===== src/rtl/gate_tester_pkg.sv =====
// Shared types and constants for the gate self-test block.
// Holds the tester state enum, the pattern LFSR seed/taps, the vector-index
// width and the LFSR step helper used when GATE_TESTER_LFSR_EN is defined.
package gate_test_pkg;

    typedef enum logic [2:0] {
        IDLE   = 3'd0,
        DRIVE  = 3'd1,
        SETTLE = 3'd2,
        SAMPLE = 3'd3,
        DONE   = 3'd4
    } state_t;

    localparam logic [7:0]  LFSR_SEED = 8'h01;
    // Tap mask in polynomial order: bit 7 = x^8 ... bit 3 = x^4.
    localparam logic [7:0]  LFSR_TAPS = 8'hB8;
    localparam int unsigned VEC_W     = 16;

    // One right-shift Fibonacci step; polynomial term x^(8-k) taps register bit k,
    // so mask bit i selects register bit 7-i. New bit enters at the top.
    function automatic logic [7:0] lfsr_step(input logic [7:0] s);
        logic fb;
        fb = 1'b0;
        for (int i = 0; i < 8; i++) begin
            if (LFSR_TAPS[i]) begin
                fb = fb ^ s[7-i];
            end else begin
                fb = fb;
            end
        end
        return {fb, s[7:1]};
    endfunction

endpackage


===== src/rtl/gate_tester_if.sv =====
// Control/status and gate-link signals of the gate tester.
// master = tester side, slave = environment (controller plus gate under test).
interface gate_tester_if #(
    parameter int unsigned CNT_W = 8
) ();
    logic                              start;
    logic                              resp;
    logic                              stim;
    logic                              busy;
    logic                              done;
    logic                              pass;
    logic [CNT_W-1:0]                  err_count;
    logic [gate_test_pkg::VEC_W-1:0]   vec_idx;

    modport master (
        input  start, resp,
        output stim, busy, done, pass, err_count, vec_idx
    );

    modport slave (
        output start, resp,
        input  stim, busy, done, pass, err_count, vec_idx
    );
endinterface


===== src/rtl/gate_tester_stim_gen.sv =====
// Stimulus pattern source for the gate tester.
// Default build: alternating 0,1,0,1,... that tracks vec_idx[0].
// With GATE_TESTER_LFSR_EN: bit 0 of an 8-bit Fibonacci LFSR (x^8+x^6+x^5+x^4+1).
module stim_gen import gate_test_pkg::*; (
    input  logic clk,
    input  logic rst_n,
    input  logic reseed,
    input  logic advance,
    output logic bit_out
);

`ifdef GATE_TESTER_LFSR_EN
    logic [7:0] r_lfsr;

    // LFSR state: back to seed on reset or run start, one step per vector advance
    always_ff @(posedge clk or negedge rst_n) begin
        if (!rst_n) begin
            r_lfsr <= LFSR_SEED;
        end else if (reseed) begin
            r_lfsr <= LFSR_SEED;
        end else if (advance) begin
            r_lfsr <= lfsr_step(r_lfsr);
        end else begin
            r_lfsr <= r_lfsr;
        end
    end

    assign bit_out = r_lfsr[0];
`else
    logic r_alt;

    // Alternating bit: cleared on reset or run start, toggles per vector advance
    always_ff @(posedge clk or negedge rst_n) begin
        if (!rst_n) begin
            r_alt <= 1'b0;
        end else if (reseed) begin
            r_alt <= 1'b0;
        end else if (advance) begin
            r_alt <= ~r_alt;
        end else begin
            r_alt <= r_alt;
        end
    end

    assign bit_out = r_alt;
`endif

endmodule


===== src/rtl/gate_tester.sv =====
// Self-test driver/checker for a single-bit inverting gate.
// Drives stim, waits SETTLE_CYCLES, samples resp against ~stim, counts
// mismatches (saturating) and reports pass/done. Pattern source selected by
// the GATE_TESTER_LFSR_EN macro inside stim_gen.
module gate_tester import gate_test_pkg::*; #(
    parameter int unsigned NUM_VECTORS   = 16,
    parameter int unsigned SETTLE_CYCLES = 2,
    parameter int unsigned CNT_W         = 8
) (
    input  logic          clk,
    input  logic          rst_n,
    gate_tester_if.master gt
);

    localparam int unsigned        SCNT_W      = (SETTLE_CYCLES > 1) ? $clog2(SETTLE_CYCLES) : 1;
    localparam logic [SCNT_W-1:0]  SETTLE_LOAD = SCNT_W'(SETTLE_CYCLES - 1);
    localparam logic [SCNT_W-1:0]  SCNT_ZERO   = {SCNT_W{1'b0}};
    localparam logic [SCNT_W-1:0]  SCNT_ONE    = SCNT_W'(1);
    localparam logic [VEC_W-1:0]   LAST_IDX    = VEC_W'(NUM_VECTORS - 1);
    localparam logic [VEC_W-1:0]   IDX_ZERO    = {VEC_W{1'b0}};
    localparam logic [VEC_W-1:0]   IDX_ONE     = VEC_W'(1);
    localparam logic [CNT_W-1:0]   CNT_ZERO    = {CNT_W{1'b0}};
    localparam logic [CNT_W-1:0]   CNT_ONE     = CNT_W'(1);
    localparam logic [CNT_W-1:0]   CNT_MAX     = {CNT_W{1'b1}};

    state_t             r_state, w_state;
    logic [SCNT_W-1:0]  r_cnt,   w_cnt;
    logic               r_stim,  w_stim;
    logic               r_busy,  w_busy;
    logic               r_done,  w_done;
    logic               r_pass,  w_pass;
    logic [CNT_W-1:0]   r_err,   w_err;
    logic [VEC_W-1:0]   r_idx,   w_idx;
    logic               w_reseed;
    logic               w_advance;
    logic               w_pat;
    logic               w_expect;

    stim_gen u_stim_gen (
        .clk     (clk),
        .rst_n   (rst_n),
        .reseed  (w_reseed),
        .advance (w_advance),
        .bit_out (w_pat)
    );

    assign w_expect = ~r_stim;

    // Next-state and next-output logic; status flags derive from the next state
    // so busy/done/pass are registered yet line up with the state they describe
    always_comb begin
        w_state   = r_state;
        w_cnt     = r_cnt;
        w_stim    = r_stim;
        w_err     = r_err;
        w_idx     = r_idx;
        w_pass    = r_pass;
        w_reseed  = 1'b0;
        w_advance = 1'b0;

        case (r_state)
            IDLE: begin
                if (gt.start) begin
                    w_state  = DRIVE;
                    w_err    = CNT_ZERO;
                    w_idx    = IDX_ZERO;
                    w_pass   = 1'b0;
                    w_reseed = 1'b1;
                end else begin
                    w_state = IDLE;
                end
            end
            DRIVE: begin
                w_stim  = w_pat;
                w_cnt   = SETTLE_LOAD;
                w_state = SETTLE;
            end
            SETTLE: begin
                if (r_cnt == SCNT_ZERO) begin
                    w_state = SAMPLE;
                end else begin
                    w_cnt = r_cnt - SCNT_ONE;
                end
            end
            SAMPLE: begin
                if ((gt.resp != w_expect) && (r_err != CNT_MAX)) begin
                    w_err = r_err + CNT_ONE;
                end else begin
                    w_err = r_err;
                end
                if (r_idx == LAST_IDX) begin
                    w_state = DONE;
                end else begin
                    w_idx     = r_idx + IDX_ONE;
                    w_advance = 1'b1;
                    w_state   = DRIVE;
                end
            end
            DONE: begin
                w_state = IDLE;
            end
            default: begin
                w_state = IDLE;
            end
        endcase

        w_busy = (w_state == DRIVE) || (w_state == SETTLE) || (w_state == SAMPLE);
        w_done = (w_state == DONE);
        // Verdict uses the count after the final compare (w_err).
        w_pass = (w_state == DONE) ? (w_err == CNT_ZERO) : w_pass;
    end

    // State and output registers; asynchronous reset aborts any run in flight
    always_ff @(posedge clk or negedge rst_n) begin
        if (!rst_n) begin
            r_state <= IDLE;
            r_cnt   <= SCNT_ZERO;
            r_stim  <= 1'b0;
            r_busy  <= 1'b0;
            r_done  <= 1'b0;
            r_pass  <= 1'b0;
            r_err   <= CNT_ZERO;
            r_idx   <= IDX_ZERO;
        end else begin
            r_state <= w_state;
            r_cnt   <= w_cnt;
            r_stim  <= w_stim;
            r_busy  <= w_busy;
            r_done  <= w_done;
            r_pass  <= w_pass;
            r_err   <= w_err;
            r_idx   <= w_idx;
        end
    end

    assign gt.stim      = r_stim;
    assign gt.busy      = r_busy;
    assign gt.done      = r_done;
    assign gt.pass      = r_pass;
    assign gt.err_count = r_err;
    assign gt.vec_idx   = r_idx;

endmodule

===== src/flat_wrapper.sv =====
// flat-port wrapper written by rule: the top's interface ports become plain ports
module gate_tester_flat import gate_test_pkg::*;
#(
    parameter int unsigned NUM_VECTORS   = 16,
    parameter int unsigned SETTLE_CYCLES = 2,
    parameter int unsigned CNT_W         = 8
)
  (clk, rst_n, gt_start, gt_resp, gt_stim, gt_busy, gt_done, gt_pass, gt_err_count, gt_vec_idx);
  gate_tester_if #(.CNT_W(CNT_W)) gt_i ();
  input  logic clk;
  input  logic rst_n;
  input wire logic [$bits(gt_i.start)-1:0] gt_start;
  input wire logic [$bits(gt_i.resp)-1:0] gt_resp;
  output wire logic [$bits(gt_i.stim)-1:0] gt_stim;
  output wire logic [$bits(gt_i.busy)-1:0] gt_busy;
  output wire logic [$bits(gt_i.done)-1:0] gt_done;
  output wire logic [$bits(gt_i.pass)-1:0] gt_pass;
  output wire logic [$bits(gt_i.err_count)-1:0] gt_err_count;
  output wire logic [$bits(gt_i.vec_idx)-1:0] gt_vec_idx;
  assign gt_i.start = gt_start;
  assign gt_i.resp = gt_resp;
  assign gt_stim = gt_i.stim;
  assign gt_busy = gt_i.busy;
  assign gt_done = gt_i.done;
  assign gt_pass = gt_i.pass;
  assign gt_err_count = gt_i.err_count;
  assign gt_vec_idx = gt_i.vec_idx;
  gate_tester #(.NUM_VECTORS(NUM_VECTORS), .SETTLE_CYCLES(SETTLE_CYCLES), .CNT_W(CNT_W)) u_core (.clk(clk), .rst_n(rst_n), .gt(gt_i));
endmodule

===== config.mk =====
export PLATFORM = sky130hd
export DESIGN_NAME = gate_tester_flat
export DESIGN_NICKNAME = d
export VERILOG_FILES = /design/src/rtl/gate_tester_pkg.sv /design/src/rtl/gate_tester_if.sv /design/src/rtl/gate_tester_stim_gen.sv /design/src/rtl/gate_tester.sv /design/src/flat_wrapper.sv
export SDC_FILE = /design/constraint.sdc
export NUM_CORES = 1
export LEC_CHECK = 0
export ABC_AREA = 0
export CAP_MARGIN = 5
export CORE_MARGIN = 4
export CORE_UTILIZATION = 55
export CTS_CLUSTER_DIAMETER = 40
export CTS_CLUSTER_SIZE = 8
export DETAILED_ROUTE_END_ITERATION = 16
export PLACE_DENSITY = 0.84
export SYNTH_ARGS = -nofsm -noshare
export SYNTH_HDL_FRONTEND = slang
export SYNTH_SLANG_ARGS = --single-unit

===== constraint.sdc =====
create_clock -name clk -period 3.4 [get_ports clk]
set_input_delay 0.68 -clock clk [delete_from_list [all_inputs] [get_ports clk]]
set_output_delay 0.68 -clock clk [all_outputs]
set_load 0.01 [all_outputs]

### Yosys cells after proc, flatten, opt, wreduce, memory -nomap -nowiden

Index checks and enable logic that the tools add are counted.

* add/subtract/negate cells: 3
* bitwise gates (word level): 2
* reduce and logical (&&, ||, !) cells: 12
* mux-type cells: 21
* equal/unequal tests: 12

Operators by type and width (count)
* $mux W16: 2
* $pmux W16 S2: 1
* $add A16 B1 Y16 const B: 1
* $eq A16 B4 Y1 const B: 1
* $mux W8: 2
* $pmux W8 S2: 1
* $eq A3 B2 Y1 const B: 4
* $pmux W3 S4: 1
* $mux W1: 11
* $reduce_bool A2 Y1: 5
* $add A8 B1 Y8 const B: 1
* $logic_not A8 Y1: 1
* $ne A8 B8 Y1 const B: 1
* $eq A3 B1 Y1 const B: 2
* $mux W3: 2
* $ne A2 B2 Y1 const B: 2
* $eq A3 B3 Y1 const B: 1
* $logic_not A3 Y1: 1
* $reduce_and A3 Y1: 1
* $logic_or A1 B1 Y1: 2
* $not A1 Y1: 2
* $pmux W1 S2: 1
* $reduce_and A2 Y1: 1
* $logic_and A1 B1 Y1: 1
* other kinds (2): 2

* output and inout port bits: 28
* register bits: 33
* input port bits: 4
* word-level logic and storage cells: 59

### Longest topological paths before layout

* word-level depth: 7
* depth in mapped cells: 8

### By module

From an unflattened synthesis, not the netlist that was laid out.

* cells, all modules: 173
* area, all modules: 1757.9 µm²

By module, submodules not included
* gate_tester: area each 1720.4 µm², times used 1, cells an instance 170, sequential area each 800.8 µm²
* stim_gen: area each 37.5 µm², times used 1, cells an instance 3, sequential area each 25.0 µm²

### Worst setup path before layout

OpenSTA, ideal clock, no wires.

* path type: input-to-reg
* start: input gt_resp
* end: register u_core.r_pass, in the netlist u_core.gt.pass
* stages on the path: 6
* path buffers: 0
* path slack: 1206 ps
* setup time: 92 ps
* data arrival time: 2103 ps
* cell sequence: xor2_2 > nor2_1 > a21oi_1 > o32a_1 > or4_1 > o31ai_2

* cells in the longest elaborated chain, start to end: 6

RTL lines
* from (decl): line flat_wrapper.sv:13 `input wire logic [$bits(gt_i.resp)-1:0] gt_resp;`
* $ne A1 B1 Y1: line gate_tester.sv:86 `if ((gt.resp != w_expect) && (r_err != CNT_MAX)) begin`
* $logic_and A1 B1 Y1: line gate_tester.sv:86
* $mux W8: line gate_tester.sv:86
* $pmux W8 S2: line gate_tester.sv:61 `case (r_state)`
* net u_core.w_err[5]: line gate_tester.sv:32 `logic [CNT_W-1:0] r_err, w_err;`
* $logic_not A8 Y1: line gate_tester.sv:110 `w_pass = (w_state == DONE) ? (w_err == CNT_ZERO) : w_pass;`
* $mux W1: line gate_tester.sv:110
* to (signal assigned): line gate_tester.sv:130 `r_pass <= w_pass;`
* to (decl): line gate_tester.sv:31 `logic r_pass, w_pass;`

The timed path passes the listed nets, and every way through them passes these cells.
A chain may end at the register's enable or synchronous reset.

### Worst setup path after layout

* start: input gt_start
* end: register u_core.r_pass, in the netlist u_core.gt.pass

RTL lines
* from (decl): line flat_wrapper.sv:12 `input wire logic [$bits(gt_i.start)-1:0] gt_start;`
* $mux W8: line gate_tester.sv:63 `if (gt.start) begin`
* $pmux W8 S2: line gate_tester.sv:61
* net u_core.w_err[5]: line gate_tester.sv:32
* $logic_not A8 Y1: line gate_tester.sv:110
* $mux W1: line gate_tester.sv:110

The timed path passes the listed nets, and every way through them passes these cells.

==> impl_metrics.xml <==
<?xml version="1.0" encoding="UTF-8"?>
<metrics>
  <group name="setup_path">
    <metric name="worst-r2r-setup-slack" unit="ns">1.03</metric>
    <metric name="regToRegEndpoint" unit="">u_core.gt.pass$_DFFE_PN0P_</metric>
    <metric name="capture_point_of_the_critical_path" unit="">u_core.gt.pass$_DFFE_PN0P_</metric>
    <metric name="element_type_at_the_critical_path_end" unit="">register</metric>
    <metric name="rr_worst_depth" unit="">7</metric>
    <metric name="cp_data_arrival_time" unit="ns">2.76</metric>
    <metric name="cp_max_fo" unit="">3</metric>
    <metric name="crit_type" unit="">primary input to register</metric>
    <metric name="crit_required" unit="ns">3.65</metric>
    <metric name="worstSetupStartpoint" unit="">gt_start</metric>
    <metric name="regToRegStartpoint" unit="">u_core.gt.err_count[0]$_DFF_PN0_</metric>
    <metric name="timing.critical_path.from_type" unit="">primary input</metric>
  </group>
  <group name="placed_design">
    <metric name="finalWeightedCongestion" unit="">0.873</metric>
    <metric name="post-dp-hpwl" unit="mm">3.01</metric>
    <metric name="place.port_buffers" unit="">31</metric>
  </group>
  <group name="clocking">
    <metric name="clkSlewWorstSetupHoldPaths" unit="ns">0.10</metric>
    <metric name="cts_resized" unit="">0</metric>
    <metric name="max-clock-path-buffers" unit="">2</metric>
    <metric name="tritoncts.num_buffers" unit="">5</metric>
    <metric name="cts_tree" unit="">done</metric>
    <metric name="cts_num_sinks" unit="">33</metric>
    <metric name="cts_htree_levels" unit="">2</metric>
    <metric name="cts_hold_repair.buffers" unit="">0</metric>
    <metric name="clockRootBuffer" unit="">sky130_fd_sc_hd__clkbuf_4</metric>
    <metric name="clk_latency_worst_skew_pair" unit="ns">0.34</metric>
    <metric name="post_cts.repair.setup_buffers" unit="">0</metric>
  </group>
  <group name="routing">
    <metric name="via_per_inst" unit="">6.07</metric>
    <metric name="routed-via-count" unit="">1518</metric>
    <metric name="average_routed_wire_per_standard_cell" unit="um">16.7</metric>
    <metric name="drt_iter0_markers" unit="">69</metric>
    <metric name="postRouteAntennaNets" unit="">0</metric>
    <metric name="drt-pass1-iter-count" unit="">4</metric>
    <metric name="totalWireLength" unit="mm">4.16</metric>
    <metric name="route.detailed.drc" unit="">0</metric>
  </group>
  <group name="timing">
    <metric name="timing.slew.headroom" unit="%">57.3</metric>
    <metric name="fmax" unit="MHz">399</metric>
    <metric name="max_slew.worst_pin.slew" unit="ns">0.633</metric>
    <metric name="setup_skew" unit="ns">0.00586</metric>
    <metric name="final_hold_viol_count" unit="">0</metric>
    <metric name="finalWorstPathRequiredPeriod" unit="ns">2.51</metric>
    <metric name="unrepaired_setup_endpoints_after_global_routing" unit="">no</metric>
    <metric name="finalSetupTns" unit="ns">0</metric>
    <metric name="final.period_utilization" unit="%">73.7</metric>
    <metric name="setup_viol" unit="">0</metric>
    <metric name="report.final.slew_viol_count" unit="">0</metric>
  </group>
  <group name="worst_hold_path">
    <metric name="holdCritPathClass" unit="">register to register</metric>
    <metric name="hold_start" unit="">u_core.r_cnt$_DFFE_PN0P_</metric>
  </group>
  <group name="global_route">
    <metric name="track_usage" unit="%">22.7</metric>
    <metric name="overflow" unit="">0</metric>
    <metric name="grt_start_max_net_pins" unit="">34</metric>
    <metric name="grt_pass1_vias" unit="">1576</metric>
    <metric name="first_pass_grt_wire_length" unit="mm">7.27</metric>
    <metric name="antenna_found_initial" unit="">0</metric>
  </group>
  <group name="final_layout">
    <metric name="num_antenna_cells" unit="">0</metric>
    <metric name="area.sequential" unit="sq um">826</metric>
    <metric name="final.fill_count" unit="">238</metric>
    <metric name="multiInputGateArea" unit="sq um">861</metric>
    <metric name="drive_gt1_share" unit="%">10.7</metric>
    <metric name="synthToLayoutAreaGrowth" unit="%">23.1</metric>
    <metric name="design.final.nets" unit="">211</metric>
  </group>
  <group name="pwr">
    <metric name="leakage" unit="nW">0.956</metric>
    <metric name="vdd_ir_max" unit="mV">0.354</metric>
    <metric name="power.total" unit="W">0.00128</metric>
    <metric name="p_per_area" unit="mW/mm^2">600</metric>
  </group>
  <group name="floorplan">
    <metric name="core.rowCount" unit="">20</metric>
    <metric name="floorplan.die.width" unit="um">64.2</metric>
    <metric name="ioPinCount" unit="">32</metric>
    <metric name="core_region_area" unit="sq mm">0.00303</metric>
    <metric name="floorplan.die.height" unit="um">64.2</metric>
    <metric name="fp.dieArea" unit="sq mm">0.00412</metric>
    <metric name="start_util" unit="%">57.3</metric>
  </group>
  <group name="yosys">
    <metric name="syn_nets" unit="">176</metric>
    <metric name="syn_inst" unit="">170</metric>
    <metric name="syn-mean-instance-area" unit="sq um">10.2</metric>
    <metric name="synth.cell_area" unit="sq mm">0.00174</metric>
    <metric name="count_of_synthesis_stage_warnings_from_yosys" unit="">0</metric>
    <metric name="ys_seq_area_share" unit="%">47.6</metric>
    <metric name="count_of_different_cell_masters_after_synthesis" unit="">43</metric>
    <metric name="synth.ff_latch_count" unit="">33</metric>
  </group>
  <group name="run_status">
    <metric name="outcome" unit="">complete, no violations</metric>
  </group>
  <group name="flow_run">
    <metric name="cap_viol_max_count" unit="">0</metric>
  </group>
</metrics>
==> cell type report <==
type / instances / area share, %
inverter: 3 / 0.527
sequential: 33 / 38.6
tap: 44 / 2.58
multi-input combinational: 128 / 40.3
timing repair buffer: 34 / 15.6
clock inverter: 2 / 0.468
clock buffer: 6 / 1.93
==> Yosys cell counts <==
| library cell | count | area share [%] |
|---|---|---|
| sky130_fd_sc_hd__a211oi_1 | 2 | 0.86 |
| sky130_fd_sc_hd__a21o_1 | 1 | 0.43 |
| sky130_fd_sc_hd__a21oi_1 | 4 | 1.2 |
| sky130_fd_sc_hd__a311oi_1 | 1 | 0.50 |
| sky130_fd_sc_hd__a31o_2 | 1 | 0.50 |
| sky130_fd_sc_hd__a31oi_1 | 5 | 1.8 |
| sky130_fd_sc_hd__a32o_1 | 1 | 0.58 |
| sky130_fd_sc_hd__and2_1 | 3 | 1.1 |
| sky130_fd_sc_hd__and3_1 | 8 | 2.9 |
| sky130_fd_sc_hd__and3_2 | 1 | 0.43 |
| sky130_fd_sc_hd__and4_1 | 2 | 1.0 |
| sky130_fd_sc_hd__and4b_1 | 1 | 0.58 |
| sky130_fd_sc_hd__buf_1 | 1 | 0.22 |
| sky130_fd_sc_hd__buf_4 | 2 | 0.86 |
| sky130_fd_sc_hd__buf_6 | 1 | 0.65 |
| sky130_fd_sc_hd__clkbuf_1 | 2 | 0.43 |
| sky130_fd_sc_hd__dfrtp_1 | 33 | 48 |
| sky130_fd_sc_hd__ha_1 | 2 | 1.4 |
| sky130_fd_sc_hd__inv_1 | 2 | 0.43 |
| sky130_fd_sc_hd__inv_2 | 1 | 0.22 |
| sky130_fd_sc_hd__mux2_2 | 2 | 1.3 |
| sky130_fd_sc_hd__mux2i_1 | 1 | 0.58 |
| sky130_fd_sc_hd__nand2_1 | 12 | 2.6 |
| sky130_fd_sc_hd__nand3_1 | 6 | 1.7 |
| sky130_fd_sc_hd__nand3b_1 | 3 | 1.3 |
| sky130_fd_sc_hd__nand3b_4 | 1 | 1.2 |
| sky130_fd_sc_hd__nand4_1 | 9 | 3.2 |
| sky130_fd_sc_hd__nand4b_1 | 1 | 0.50 |
| sky130_fd_sc_hd__nor2_1 | 20 | 4.3 |
| sky130_fd_sc_hd__nor2_2 | 1 | 0.36 |
| sky130_fd_sc_hd__nor2b_1 | 2 | 0.72 |
| sky130_fd_sc_hd__nor3_1 | 3 | 0.86 |
| sky130_fd_sc_hd__nor4_1 | 3 | 1.1 |
| sky130_fd_sc_hd__nor4_4 | 2 | 2.5 |
| sky130_fd_sc_hd__o211a_2 | 1 | 0.58 |
| sky130_fd_sc_hd__o21ai_0 | 7 | 2.0 |
| sky130_fd_sc_hd__o31ai_2 | 1 | 0.72 |
| sky130_fd_sc_hd__o32a_1 | 1 | 0.58 |
| sky130_fd_sc_hd__or3_1 | 1 | 0.36 |
| sky130_fd_sc_hd__or4_1 | 2 | 0.86 |
| sky130_fd_sc_hd__xnor2_1 | 5 | 2.5 |
| sky130_fd_sc_hd__xor2_1 | 11 | 5.6 |
| sky130_fd_sc_hd__xor2_2 | 1 | 0.94 |
==> worst min-delay path by stage <==
stage | end | depth (start not counted)
final | u_core.r_cnt$_DFFE_PN0P_ | 2
after CTS | u_core.r_cnt$_DFFE_PN0P_ | 2
after global placement | u_core.r_cnt$_DFFE_PN0P_ | 2
after global routing | u_core.gt.vec_idx[1]$_DFFE_PN0P_ | 1
after detailed placement | u_core.r_cnt$_DFFE_PN0P_ | 2
after floorplan | u_core.gt.busy$_DFF_PN0_ | 0
==> cells in the final DEF (no fill, tap or decap), drive strengths merged <==
cell type,Yosys,routed
a21oi,4,4
and4b,1,1
buf,4,3
a21o,1,1
a211oi,2,2
or4,2,2
nand4,9,9
o21ai,7,7
and4,2,2
o211a,1,1
and2,3,3
clkbuf,2,6
o32a,1,1
nor4,5,5
nor3,3,3
nand3b,4,4
dfrtp,33,33
clkdlybuf4s50,0,31
ha,2,2
a31o,1,1
or3,1,1
nand3,6,6
and3,9,9
o31ai,1,1
nand4b,1,1
xnor2,5,5
clkinv,0,2
inv,3,3
a311oi,1,1
nor2,21,21
mux2i,1,1
xor2,12,12
a31oi,5,5
mux2,2,2
nor2b,2,2
a32o,1,1
nand2,12,12
==> state kept, by name (all words and copies together) (netlist names) <==
signal,count
u_core.r_cnt,1
u_core.gt.stim,1
u_core.gt.busy,1
u_core.u_stim_gen.bit_out,1
u_core.r_state,3
u_core.gt.done,1
u_core.gt.pass,1
u_core.gt.err_count,8
u_core.gt.vec_idx,16
==> stage by stage <==
stage | hold slack (ns) | instance area [sq um] | setup slack [ns] | util [%] | std cells
after global routing | 0.590 | 2140 | 0.841 | 70.6 | 250
after detailed placement | 0.525 | 2090 | 0.564 | 68.9 | 242
after global placement | 0.510 | 2090 | 0.619 | 68.9 | 242
after CTS | 0.554 | 2140 | 0.911 | 70.6 | 250
after floorplan | 0.384 | 1740 | 1.21 | - | 170
final | 0.546 | 2140 | 0.894 | 70.6 | 250
==> worst max-delay path, stage by stage <==
cell	delay [ns]
sky130_fd_sc_hd__clkdlybuf4s50_1	0.52
sky130_fd_sc_hd__inv_2	0.07
sky130_fd_sc_hd__a211oi_1	0.26
sky130_fd_sc_hd__a31oi_1	0.08
sky130_fd_sc_hd__o32a_1	0.37
sky130_fd_sc_hd__or4_1	0.53
sky130_fd_sc_hd__o31ai_2	0.25
==> routing by layer <==
metal,wire length [um],part of all wire [%],vias to the layer above,global-route usage [%]
met5,0,0,-,0
met4,90,2.2,0,9.23
met3,247,5.9,9,6.15
met2,2090,50,62,39.5
met1,1730,42,760,26.2
li1,-,-,687,-
==> power breakdown <==
part | internal [W] | switching, W | total (W) | leakage (nW)
registers | 0.000465 | 0.000108 | 0.000573 | 0.443
logic | 0.000230 | 0.000266 | 0.000496 | 0.481
clock network | 0.0000787 | 0.000136 | 0.000215 | 0.0320
==> cell families (layout without fill, tap and decap cells) <==
kind of cell	after synthesis	count (layout)	synth area share (%)
adders and majority gates	2	2	1.44
buffers and inverters	9	45	2.81
xor gates and xnor gates	17	17	9.01
muxes	3	3	1.87
DFF	33	33	47.6
AOI/OAI and AO/OA	25	25	9.73
and+or+nand+nor	81	81	27.5
(Power assumes the default switching activity.)
